[src/rtl/rc_servo_scheduler_pkg.sv]
// Shared constants and FSM encoding for the RC-to-Dynamixel servo scheduler.
package rc_servo_scheduler_pkg;

  localparam logic [15:0] ADDR_TORQUE_ENABLE = 16'd64;
  localparam logic [15:0] ADDR_GOAL_POSITION = 16'd116;
  localparam logic [15:0] LEN_TORQUE         = 16'd1;
  localparam logic [15:0] LEN_POSITION       = 16'd4;
  localparam logic [10:0] CHANNEL_CENTER     = 11'd992;
  localparam logic [11:0] POSITION_MAX       = 12'd4095;

  typedef enum logic [1:0] {
    ST_IDLE       = 2'd0,
    ST_LOAD       = 2'd1,
    ST_WAIT_START = 2'd2,
    ST_WAIT_END   = 2'd3
  } state_t;

endpackage

[src/rtl/rc_servo_scheduler_channel_scaler.sv]
// Maps one raw RC channel to a 0..4095 goal position: clamp, offset, x2.5, saturate.
module channel_scaler
  import rc_servo_scheduler_pkg::*;
#(
  parameter int CHANNEL_MIN = 172,
  parameter int CHANNEL_MAX = 1811
) (
  input  logic        i_clock,
  input  logic        i_reset,
  input  logic [10:0] i_value,
  output logic [11:0] o_position
);

  localparam logic [10:0] L_MIN = 11'(CHANNEL_MIN);
  localparam logic [10:0] L_MAX = 11'(CHANNEL_MAX);

  logic [10:0] w_clamped;
  logic [10:0] w_offset;
  logic [12:0] w_scaled;

  always_comb begin
    w_clamped = i_value;
    if (i_value < L_MIN) w_clamped = L_MIN;
    else if (i_value > L_MAX) w_clamped = L_MAX;
    w_offset = w_clamped - L_MIN;
    // x*2.5 as (x<<1) + (x>>1); 13 bits covers the full 11-bit offset range
    w_scaled = {1'b0, w_offset, 1'b0} + {3'b000, w_offset[10:1]};
  end

  always_ff @(posedge i_clock) begin
    if (i_reset) o_position <= 12'd0;
    else if (w_scaled > 13'(POSITION_MAX)) o_position <= POSITION_MAX;
    else o_position <= w_scaled[11:0];
  end

endmodule

[src/rtl/rc_servo_scheduler.sv]
// Periodic Dynamixel sync-write scheduler: torque enable after reset, then goal positions.
// Optional FAILSAFE_EN adds a silence timeout that disables torque and the o_failsafe_active port.
module rc_servo_scheduler
  import rc_servo_scheduler_pkg::*;
#(
  parameter int CLOCK_FREQUENCY      = 12000000,
  parameter int UPDATE_HZ            = 50,
  parameter int CHANNEL_MIN          = 172,
  parameter int CHANNEL_MAX          = 1811,
  parameter int START_TIMEOUT_CYCLES = 1024,
  parameter int FAILSAFE_MS          = 500
) (
  input  logic        i_clock,
  input  logic        i_reset,
  input  logic        i_channel_changed,
  input  logic [3:0]  i_channel_index,
  input  logic [10:0] i_channel_value,
  input  logic        i_dynamixel_sending,
  output logic        o_send,
  output logic [15:0] o_address,
  output logic [15:0] o_data_len,
  output logic [31:0] o_value1,
  output logic [31:0] o_value2,
  output logic [31:0] o_value3,
  output logic [31:0] o_value4,
  output logic        o_frame_fault,
`ifdef FAILSAFE_EN
  output logic        o_failsafe_active,
`endif
  output logic [1:0]  o_state
);

  localparam logic [31:0] L_PERIOD_LAST  = 32'(CLOCK_FREQUENCY / UPDATE_HZ - 1);
  localparam logic [31:0] L_TIMEOUT_LAST = 32'(START_TIMEOUT_CYCLES - 1);

  // Handshake: o_send is a one-cycle pulse with the frame fields already valid;
  // the fields hold until the next LOAD. The writer raises i_dynamixel_sending
  // to accept and drops it when done.
  state_t      r_state, w_next;
  logic [10:0] r_shadow [4];
  logic [11:0] w_pos [4];
  logic [31:0] r_value [4];
  logic [31:0] r_period_cnt, r_wait_cnt;
  logic [15:0] r_address, r_data_len;
  logic        r_pending, r_torque_done, r_frame_is_on, r_send, r_fault;
  logic        w_tick, w_load, w_clear_pending, w_timeout, w_frame_done, w_failsafe;

  always_ff @(posedge i_clock) begin
    if (i_reset) begin
      for (int i = 0; i < 4; i++) r_shadow[i] <= CHANNEL_CENTER;
    end else if (i_channel_changed && i_channel_index[3:2] == 2'b00) begin
      r_shadow[i_channel_index[1:0]] <= i_channel_value;
    end
  end

  for (genvar g = 0; g < 4; g++) begin : g_scaler
    channel_scaler #(.CHANNEL_MIN(CHANNEL_MIN), .CHANNEL_MAX(CHANNEL_MAX)) u_scaler (
      .i_clock   (i_clock),
      .i_reset   (i_reset),
      .i_value   (r_shadow[g]),
      .o_position(w_pos[g])
    );
  end

  assign w_tick = (r_period_cnt == L_PERIOD_LAST);

  always_ff @(posedge i_clock) begin
    if (i_reset) begin
      r_period_cnt <= 32'd0;
      r_pending    <= 1'b0;
    end else begin
      r_period_cnt <= w_tick ? 32'd0 : r_period_cnt + 32'd1;
      // a tick coinciding with the clear wins, so no period is lost
      r_pending    <= w_tick | w_timeout | (r_pending & ~w_clear_pending);
    end
  end

`ifdef FAILSAFE_EN
  localparam logic [31:0] L_SILENCE_LAST = 32'(FAILSAFE_MS * (CLOCK_FREQUENCY / 1000) - 1);
  logic [31:0] r_silence_cnt;
  logic        r_failsafe, r_off_sent, r_frame_is_off;

  always_ff @(posedge i_clock) begin
    if (i_reset) begin
      r_silence_cnt <= 32'd0;
      r_failsafe    <= 1'b0;
    end else if (i_channel_changed) begin
      r_silence_cnt <= 32'd0;
      r_failsafe    <= 1'b0;
    end else if (r_silence_cnt == L_SILENCE_LAST) begin
      r_failsafe    <= 1'b1;
    end else begin
      r_silence_cnt <= r_silence_cnt + 32'd1;
    end
  end

  always_ff @(posedge i_clock) begin
    if (i_reset || i_channel_changed) r_off_sent <= 1'b0;
    else if (w_frame_done && r_frame_is_off) r_off_sent <= 1'b1;
  end

  assign w_failsafe        = r_failsafe;
  assign o_failsafe_active = r_failsafe;
`else
  assign w_failsafe = 1'b0;
`endif

  always_comb begin
    w_next          = r_state;
    w_load          = 1'b0;
    w_clear_pending = 1'b0;
    w_timeout       = 1'b0;
    w_frame_done    = 1'b0;
    case (r_state)
      ST_IDLE: begin
        if (r_pending) begin
          w_clear_pending = 1'b1;
`ifdef FAILSAFE_EN
          // once torque-off has gone out, periodic frames are suppressed
          if (!(r_failsafe && r_off_sent)) w_next = ST_LOAD;
`else
          w_next = ST_LOAD;
`endif
        end
      end
      ST_LOAD: begin
        w_load = 1'b1;
        w_next = ST_WAIT_START;
      end
      ST_WAIT_START: begin
        if (i_dynamixel_sending) w_next = ST_WAIT_END;
        else if (r_wait_cnt == L_TIMEOUT_LAST) begin
          w_timeout = 1'b1;
          w_next    = ST_IDLE;
        end
      end
      ST_WAIT_END: begin
        if (!i_dynamixel_sending) begin
          w_frame_done = 1'b1;
          w_next       = ST_IDLE;
        end
      end
      default: w_next = ST_IDLE;
    endcase
  end

  always_ff @(posedge i_clock) begin
    if (i_reset) r_state <= ST_LOAD;
    else r_state <= w_next;
  end

  always_ff @(posedge i_clock) begin
    if (i_reset) begin
      r_send        <= 1'b0;
      r_fault       <= 1'b0;
      r_wait_cnt    <= 32'd0;
      r_address     <= ADDR_TORQUE_ENABLE;
      r_data_len    <= LEN_TORQUE;
      r_torque_done <= 1'b0;
      r_frame_is_on <= 1'b0;
`ifdef FAILSAFE_EN
      r_frame_is_off <= 1'b0;
`endif
      for (int i = 0; i < 4; i++) r_value[i] <= 32'd0;
    end else begin
      r_send     <= w_load;
      r_fault    <= w_timeout;
      r_wait_cnt <= w_load ? 32'd0 : r_wait_cnt + 32'd1;
      if (w_load) begin
`ifdef FAILSAFE_EN
        r_frame_is_off <= w_failsafe;
`endif
        if (w_failsafe) begin
          r_address     <= ADDR_TORQUE_ENABLE;
          r_data_len    <= LEN_TORQUE;
          r_torque_done <= 1'b0;
          r_frame_is_on <= 1'b0;
          for (int i = 0; i < 4; i++) r_value[i] <= 32'd0;
        end else if (!r_torque_done) begin
          r_address     <= ADDR_TORQUE_ENABLE;
          r_data_len    <= LEN_TORQUE;
          r_frame_is_on <= 1'b1;
          for (int i = 0; i < 4; i++) r_value[i] <= 32'd1;
        end else begin
          r_address     <= ADDR_GOAL_POSITION;
          r_data_len    <= LEN_POSITION;
          r_frame_is_on <= 1'b0;
          for (int i = 0; i < 4; i++) r_value[i] <= {20'd0, w_pos[i]};
        end
      end
      if (w_frame_done && r_frame_is_on) r_torque_done <= 1'b1;
    end
  end

  assign o_send        = r_send;
  assign o_frame_fault = r_fault;
  assign o_address     = r_address;
  assign o_data_len    = r_data_len;
  assign o_value1      = r_value[0];
  assign o_value2      = r_value[1];
  assign o_value3      = r_value[2];
  assign o_value4      = r_value[3];
  assign o_state       = r_state;

endmodule

[config.mk]
export PLATFORM = sky130hd
export DESIGN_NAME = rc_servo_scheduler
export DESIGN_NICKNAME = d
export VERILOG_FILES = /design/src/rtl/rc_servo_scheduler_pkg.sv /design/src/rtl/rc_servo_scheduler_channel_scaler.sv /design/src/rtl/rc_servo_scheduler.sv
export SDC_FILE = /design/constraint.sdc
export NUM_CORES = 1
export LEC_CHECK = 0
export ABC_AREA = 1
export CORE_ASPECT_RATIO = 0.75
export CORE_MARGIN = 2
export CORE_UTILIZATION = 50
export CTS_CLUSTER_SIZE = 12
export DETAILED_ROUTE_END_ITERATION = 10
export PLACE_DENSITY = 0.75
export RECOVER_POWER = 25
export SKIP_LAST_GASP = 1
export SLEW_MARGIN = 15
export SYNTH_ARGS = -nofsm -noshare
export SYNTH_HDL_FRONTEND = slang
export SYNTH_SLANG_ARGS = --single-unit
[constraint.sdc]
create_clock -name i_clock -period 9.4 [get_ports i_clock]
set_input_delay 1.88 -clock i_clock [delete_from_list [all_inputs] [get_ports i_clock]]
set_output_delay 1.88 -clock i_clock [all_outputs]
set_load 0.005 [all_outputs]
; ---- After elaboration in Yosys (flattened, before gate mapping)
; Memory sizes are Yosys's and may differ from the RTL's.
; Cells that the tools add are included.
[word_totals]
in_bits = 19
mem_count = 2
ramBits = 92
output_inout_bits = 164
latch_bits = 0
romBits = 0
regBits = 151
wordCells = 117
[mem_list]
columns = name, depth, width, rd, rd_clocked_by_memory_dff, write_ports, line_no
row1 = r_value, 4, 12, 4, 0, 4, rc_servo_scheduler.sv:42  ; logic [31:0] r_value [4];
row2 = r_shadow, 4, 11, 4, 0, 4, rc_servo_scheduler.sv:40  ; logic [10:0] r_shadow [4];
[classes]
eq_ne = 8
n_div = 0
reduce_logical = 8
multipliers = 0
shifts = 0
mux = 51
bitwise_logic = 12
order_cmp = 12
add_sub_neg = 10
[op_table]
columns = cell, count
row1 = 12-bit 2-to-1 mux, 12
row2 = 11-bit 2-to-1 mux, 9
row3 = "32-bit by 1-bit adder with 32-bit output, second input constant", 2
row4 = 12-bit by 10-bit adder with 13-bit output, 4
row5 = "13-bit by 12-bit greater-than comparator with 1-bit output, second input constant", 4
row6 = "11-bit greater-than comparator, second input constant", 4
row7 = "11-bit by 8-bit less-than comparator with 1-bit output, second input constant", 4
row8 = "11-bit by 8-bit subtractor with 11-bit output, second input constant", 4
row9 = "32-bit by 10-bit equality test with 1-bit output, second input constant", 1
row10 = "32-bit by 18-bit equality test with 1-bit output, second input constant", 1
row11 = 1-bit 2-to-1 mux, 22
row12 = 11-bit OR reduction, 1
row13 = 2-bit 2-to-1 mux, 5
row14 = 1-bit bitwise OR, 10
row15 = 2-bit one-hot mux with 4 select lines, 1
row16 = 6-bit 2-to-1 mux, 1
row17 = "2-bit equality test, second input constant", 2
row18 = 2-bit logical NOT, 2
row19 = "2-bit inequality test, second input constant", 2
row20 = 2-bit OR reduction, 2
row21 = 3-bit 2-to-1 mux, 1
row22 = "3-bit inequality test, second input constant", 1
row23 = 3-bit AND reduction, 1
row24 = "2-bit by 1-bit equality test with 1-bit output, second input constant", 1
row25 = other kinds (3), 4

; ---- Depth between registers and ports, before layout
; Gate-level depths: netlist (run 1).
; An unclocked memory read counts as a cell.
[logic_depth]
ltp_word = 8
mapped_depth = 25
ltp_nobuf = 25

; ---- Modules after synthesis
; A second synthesis (run 1) with hierarchy kept.
[hier_totals]
cells_unflattened = 1721
hier_area_um2 = 12909.9
[modules_own_cells]
columns = module, area_each_um2, seq_area_each_um2, n_inst, cells_each
row1 = rc_servo_scheduler, 8300.5, 4103.9, 1, 1025
row2 = channel_scaler, 1152.4, 240.2, 4, 174

; ---- Worst setup path before layout (run 1)
; Ideal clock, no wire load.
[synth_timing]
path_kind = input to register
startpoint = in i_channel_index[3]
endpoint = mem r_shadow[0][0] (enable)
arrival_ps = 3269
t_required_ps = 9055
slack_ps = 5786
path_stages = 9
setup_time_ps = 345
path_buffers = 0
path_cell_list = nor2_1 > nand2_1 > nor2_1 > inv_1 > nor2_1 > inv_1 > nor2_1 > inv_1 > nand2_1
[synth_lines]
columns = item, line_no
row1 = start: declaration, rc_servo_scheduler.sv:16  ; input logic [3:0] i_channel_index,
row2 = end: declaration, rc_servo_scheduler.sv:40

==> summary.txt, run 1 <==
Timing
  • Final hold viol count: 0
  • Measured slew at the worst slew-check pin: 2700 ps
  • RSZ-0062 raised after global routing: no
  • Slew Limit Headroom: -0.800
  • Final Max Slew Viols: 52
  • Post-layout min period: between 5000 and 6000 ps
  • Worst Skew: 10.6 ps
  • Endpoints failing setup: 0
  • Max Clk Rate: 181 MHz
  • Setup TNS: 0 ps
  • Final period util: 0.588

Final layout
  • # fillers: 2161
  • Area of the multi-input gates: 0.00569 mm²
  • Final Instance Count excl. Fillers: 1983
  • Nets: 1701
  • Register area: just over 0.005 mm²
  • Diodes inserted: 0
  • Layout cells sized above 1: 0.0751
  • Area delta synth->final: 11.2%
  • Final core occ: 0.565

Job
  • Max-Cap Viols: 1

Placement
  • Routability cong.: ~0.9
  • Dpl hpwl: 19000 µm
  • Cells after DPL: 1942
  • Count of input and output buffers: 75

Yosys
  • Post-synth top area cell: dfxtp_1
  • Post-Synthesis Cells: 1558
  • Mapped cell area: 0.0122 mm²
  • Synth area leaders: dfxtp_1 22%, edfxtp_1 20%, nand2_1 8.7%
  • FF+latch count, synth: 213
  • Complex-gate fraction of the synthesized area: 0.0963
  • Synth Area per Inst: roughly 8 µm²
  • Distinct cells, synth: 48
  • Largest family of logic cells by synthesized area: simple AND/OR/NAND/NOR gates
  • Synth Area in XOR/XNOR: 0.0374
  • Post-synth EDFFs: 80
  • Synth Area in Simple Gates: 0.251
  • Yosys warns: 0
  • Async SR Flop Fraction: 0
  • Post-Synth Adder-Cell Area: 0.0497
  • Main flop type after synthesis: dfxtp_1
  • Mux contribution to synthesized area: 0
  • Sequential area share after synthesis: 0.416
  • Top-area cell type share of the netlist area: 0.219

Routing
  • Final WL: between 20000 and 25000 µm
  • # DRC: 0
  • DR vias: roughly 9700
  • Routed wl met2: 10700 µm
  • Initial DRC count: 788
  • Met1 Routed Length: 12100 µm
  • DR WL met3: ~1500 µm
  • DRT Pass-1 Iters: 5
  • DRT antenna net count: 0
  • Max Used Layer: met4
  • Via-to-Cell Ratio: 4.88
  • Routed length per instance: 12.5 µm

Critical path
  • Critical R2R Capture: g_scaler[0].u_scaler.o_position[9]
  • R2r worst-path depth: 20
  • CP max FO: 51
  • Critical path arrival: 5670 ps
  • Worst r2r src: r_shadow[0][8]
  • Crit end category: flip-flop
  • CP Class: in -> reg
  • Worst Path Required: 9540 ps
  • Flop2flop setup slack: 5550 ps
  • Setup crit start kind: primary input

Hold path
  • Min-Delay Endpoint: r_value[2][2]
  • Hold Crit Depth: 2
  • Hold path startpoint: g_scaler[2].u_scaler.o_position[2]
  • Worst Hold Class: reg -> reg

GRT
  • Total grt overflow: 0
  • First-pass GRT wire length: roughly 40000 µm
  • Global Route Usage Sum: 0.190
  • Initial antenna violation count: 0
  • Number of global-route vias before repair: 8486
  • Largest net degree at the start of global routing: 52

Clock tree
  • Hold buffer count at CTS: 0
  • Clock Pin Slew Worst Setup and Hold Paths: 60 ps
  • Setup bufs post-CTS: 0
  • Inserted Clock Buffers: 23
  • H-tree depth: 1
  • Clock insertion delay at the later pin of the skew report: ~510 ps
  • Root Buffer: clkbuf_16
  • Max clock buf depth: 3
  • Clock Sinks: 213
  • Resized cells post-CTS: 0
  • CTS tree: built

Floorplanning
  • Die Ht: approximately 140 µm
  • Num rows: 49
  • Io pins: 183
  • Core Region: between 0.02 and 0.025 mm²
  • Die Span X: 184 µm
  • Initial Utilization: 0.508
  • Total die area: 0.0256 mm²

Status
  • Failing checks: capacitance limit, slew limit
  • Status: finished, violations left

Power
  • PwrDens: 190 mW/mm²
  • Worst VDD drop: 0.000158 V
  • Leak: 5.88 nW
cell usage in the layout, fill, tap and decap left out, drive strengths merged, types with 2 or more instances in the layout:
cell type and n:
nor3 51, ha 42, nor3b 14, a21oi 134, xnor2 10, fa 4, nor2 178, or2 6
nand3 63, nor4 15, clkdlybuf4s50 23, o21ai 53, dlygate4sd3 51, o211ai 3, dfxtp 133, clkinv 4
and3 2, inv 240, o311ai 3, nand2 314, nand4 26, o2111ai 2, nand3b 2, xor2 42
buf 4, o21bai 3, a211oi 2, conb 107, edfxtp 80, clkbuf 37
synthesized netlist by cell type (42+ instances only):
cell type and count:
buf_4 110, nor2_1 171, dfxtp_1 133, edfxtp_1 80, o21ai_0 49, nor3_1 44
inv_1 232, nand2_1 282, nand3_1 58, xor2_1 42, ha_1 42, a21oi_1 113
cell type report:
type,instances,area share
multi-input cells,1080,0.420
clock buffers,36,0.0491
repair buffers,79,0.0570
inverters,239,0.0663
well taps,331,0.0306
clock inverters,5,0.00250
flip-flops and latches,213,0.374
state kept, by name (all words and copies together) (netlist names):
signal and count:
o_address 1, r_period_cnt 32, g_scaler.u_scaler.o_position 48, o_send 1
r_value 48, o_state 2, r_pending 1, r_torque_done 1
r_shadow 44, r_frame_is_on 1, o_frame_fault 1, o_data_len 1
r_wait_cnt 32
logic make-up (layout without fill, tap and decap cells):
logic type	count (synthesis)	count (layout)
DFF	213	213
AOI/OAI and AO/OA	204	204
other	2	107
and+or+nand+nor	671	671
xor gates and xnor gates	52	52
buffers and inverters	370	359
adders and majority gates	46	46
power by group:
group	internal [mW]	switching [mW]	leakage, nW	total [mW]
Sequential	1.06	0.0392	1.92	1.10
Combinational	0.247	0.383	3.62	0.629
Clock	0.486	0.352	0.344	0.838
worst max path at each step:
stage / from / endpoint / slack, ps / cells past startpoint
3_5_place_dp: i_channel_index[3] / r_shadow[2][1] / 4970 / 10
3_3_place_gp: i_channel_index[3] / r_shadow[2][2] / 5080 / 10
5_1_grt: i_reset / r_shadow[1][1] / 3480 / 4
4_1_cts: i_channel_index[3] / r_shadow[2][2] / 5450 / 10
2_1_floorplan: i_channel_index[3] / r_shadow[0][0] / 5790 / 9
6_report: i_reset / r_shadow[0][6] / 3870 / 4
per-layer routing:
metal,up-vias,global-route usage
met5,-,0
met4,0,0.0413
met3,27,0.0270
met2,293,0.293
met1,4363,0.282
li1,4987,-
worst max-delay path, cell delays in order:
cell,delay (ps)
buf_2,70
clkbuf_1,1910
inv_1,1090
nand2_1,700
through the flow:
step,total power [mW],setup WS (ps),instance area [µm²],hold slack [ps]
2_1_floorplan,1.61,5790,12600,418
3_3_place_gp,1.73,5080,12800,429
3_5_place_dp,1.75,4970,12800,436
4_1_cts,2.59,5450,13500,443
5_1_grt,2.70,3480,13500,463
6_report,2.57,3870,13500,448
(Power assumes the default switching activity.)
==> inputs of run 2 (changes only) <==
clock period = 5.6 ns   (was 9.4 ns; I/O delays follow)
==> summary.txt, run 2 (synthesis gave the netlist of run 1 again) <==
Critical path
  • Worst Path Required: 5730 ps (-3810 ps)
  • Instance count on the critical path: 9 (+5)
  • CP max stage delay: 1220 ps (-690 ps)
  • Setup crit start kind: primary input
  • Flop2flop setup slack: 1850 ps (-3700 ps)
  • Critical path arrival: 4690 ps (-980 ps)
  • Crit-path cells: clkbuf_1 > clkbuf_1 > nor2_1 > inv_1 > nor2_1 > inv_1 > nor2_1 > inv_1 > nand2_1
  • Worst r2r src: r_shadow[0][8]
  • Crit end category: flip-flop
  • Crit path capture: r_shadow[2][8]
  • CP delay by family, top: buffers and inverters
  • Buf/Inv on CP: 5 (+2)
  • Slowest CP cell: clkbuf_1
  • Critical R2R Capture: g_scaler[0].u_scaler.o_position[4]
  • CP Class: in -> reg
  • CP max FO: 29 (-43%)
  • Crit. Startpoint: i_reset
  • R2r worst-path depth: 20 (unchanged)

Timing
  • Final hold viol count: 0 (unchanged)
  • Endpoints failing setup: 0 (unchanged)
  • Measured slew at the worst slew-check pin: 1580 ps (-1120 ps)
  • Setup TNS: 0 ps (unchanged)
  • Final Max Slew Viols: 24 (-54%)
  • Max Clk Rate: 219 MHz
  • Post-layout min period: 4560 ps
  • Final period util: 0.814
  • Worst Skew: 10.4 ps (-0.175 ps)
  • RSZ-0062 raised after global routing: no
  • Slew Limit Headroom: -0.0551 (+0.745)

Final layout
  • Top Registers: g_scaler.u_scaler.o_position x48, r_value x48, r_shadow x44
  • Fin area: 0.0135 mm² (about the same)
  • Final core occ: 0.565 (about the same)
  • Leading cell types in the layout, fill and taps excluded: 282 x nand2_1, 232 x inv_1, 171 x nor2_1
  • Most common library cell in the layout ignoring fill and taps: nand2_1
  • Diodes inserted: 0 (unchanged)
  • Layout cells sized above 1: 0.0721 (-0.00298)
  • Area delta synth->final: 11.2% (about the same)
  • Final Instance Count excl. Fillers: 1982 (-0.050%)
  • Nets: 1701 (unchanged)

Floorplanning
  • Core Region: 0.0240 mm² (unchanged)
  • Num rows: 49 (unchanged)
  • Io pins: 183 (unchanged)
  • Die Span X: 184 µm (unchanged)
  • Die Ht: 139 µm (unchanged)
  • Total die area: 0.0256 mm² (unchanged)
  • Initial Utilization: 0.508 (unchanged)

Placement
  • Routability cong.: 0.878 (-2.8%)
  • Dpl hpwl: 18900 µm (-0.48%)
  • Placed instance area: 0.0128 mm² (unchanged)
  • Count of input and output buffers: 75 (unchanged)
  • Cells after DPL: 1942 (unchanged)

Clock tree
  • Max clock buf depth: 3 (unchanged)
  • Clock Sinks: 213 (unchanged)
  • Clock insertion delay at the later pin of the skew report: 500 ps (about the same)
  • H-tree depth: 1 (unchanged)
  • Inserted Clock Buffers: 23 (unchanged)
  • Setup bufs post-CTS: 0 (unchanged)
  • Hold buffer count at CTS: 0 (unchanged)
  • CTS tree: built
  • Clock Pin Slew Worst Setup and Hold Paths: 60 ps (about the same)
  • Root Buffer: clkbuf_16
  • Resized cells post-CTS: 0 (unchanged)

Job
  • Max-Cap Viols: 1 (unchanged)

GRT
  • Initial antenna violation count: 0 (unchanged)
  • Total grt overflow: 0 (unchanged)
  • Largest net degree at the start of global routing: 35 (-33%)
  • Number of global-route vias before repair: 8754 (+3.2%)
  • Global Route Usage Sum: 0.191 (+0.00126)
  • First-pass GRT wire length: 40900 µm (+1.8%)

Power
  • Clock share of power: 0.330 (+0.004)
  • Seq pwr share: 0.423 (-0.006)
  • PwrDens: 322 mW/mm² (+70%)
  • Leak: 5.82 nW (-1.1%)
  • Sw power: 1.30 mW (+67%)
  • P_int: 3.06 mW (+71%)
  • Combinational Power Share: 0.247 (+0.002)
  • Worst VDD drop: 0.000224 V (+42%)
  • Sw Share: 0.297 (-0.00421)

Routing
  • Met1 Routed Length: 11900 µm (-1.6%)
  • DR WL met3: 1550 µm (+1.2%)
  • Via-to-Cell Ratio: 4.90 (+0.53%)
  • DRT antenna net count: 0 (unchanged)
  • DR vias: 9716 (+0.48%)
  • Max Used Layer: met4
  • Routed length per instance: 12.6 µm (+0.78%)
  • Initial DRC count: 861 (+9.3%)
  • DRT Pass-1 Iters: 5 (unchanged)
  • Final WL: 24900 µm (+0.73%)
  • # DRC: 0 (unchanged)
  • Routed wl met2: 11000 µm (+2.8%)

Status
  • Failing checks: capacitance limit, slew limit
  • Status: finished, violations left

Hold path
  • Hold path startpoint: r_period_cnt[0]
  • Worst Hold Class: reg -> reg
-- run 2: changes by cell type in the layout (fill, tap and decap cells not counted), sizes merged --
cell           change
clkdlybuf4s50     +29
dlygate4sd3       -29
buf                -2
clkbuf             +2
bufinv             +1
clkinv             -1
inv                -1
-- run 2: worst register-to-register path, delay by kind of cell, from the launching register on --
family | cells | cell delay [ps]
adders and majority gates | 2 | 610
AOI/OAI and AO/OA | 5 | 1170
and+or+nand+nor | 8 | 1010
buffers and inverters | 4 | 320
DFF | 1 | 400
xor gates and xnor gates | 1 | 170
-- run 2: power groups by stage --
stage | sequential, mW | combinational [mW] | clock (mW)
final | 1.84 | 1.07 | 1.44
after CTS | 1.84 | 1.08 | 1.46
after detailed placement | 1.88 | 1.06 | 0
after floorplan | 1.86 | 0.848 | 0
after global routing | 1.86 | 1.22 | 1.52
after global placement | 1.88 | 1.04 | 0
-- run 2: per-stage QoR --
stage / setup slack [ps] / hold slack [ps] / power (mW)
global route: 750 / 472 / 4.59
global placement: 1910 / 430 / 2.92
CTS: 1900 / 443 / 4.38
detailed placement: 1860 / 442 / 2.94
finish: 1040 / 448 / 4.36
floorplan: 2500 / 418 / 2.71
-- run 2: layout make-up --
type	instances	area, µm²
repair buffers	79	767
multi-input cells	1080	5680
flip-flops and latches	213	5060
well taps	331	414
clock buffers	36	666
clock inverters	4	46.3
fillers	2121	10400
inverters	239	897
-- run 2: layer usage --
metal,vias up,global-route usage
li1,4977,-
met1,4390,0.275
met2,310,0.302
met3,39,0.0284
met4,0,0.0442
met5,-,0
-- run 2: how the worst min path moves through the flow --
| stage | to | cells past startpoint |
|---|---|---|
| 4_1_cts | r_value[2][4] | 2 |
| 6_report | r_period_cnt[0] | 1 |
| 2_1_floorplan | r_period_cnt[0] | 1 |
| 3_5_place_dp | r_value[2][7] | 2 |
| 3_3_place_gp | r_wait_cnt[0] | 1 |
| 5_1_grt | r_value[2][11] | 2 |
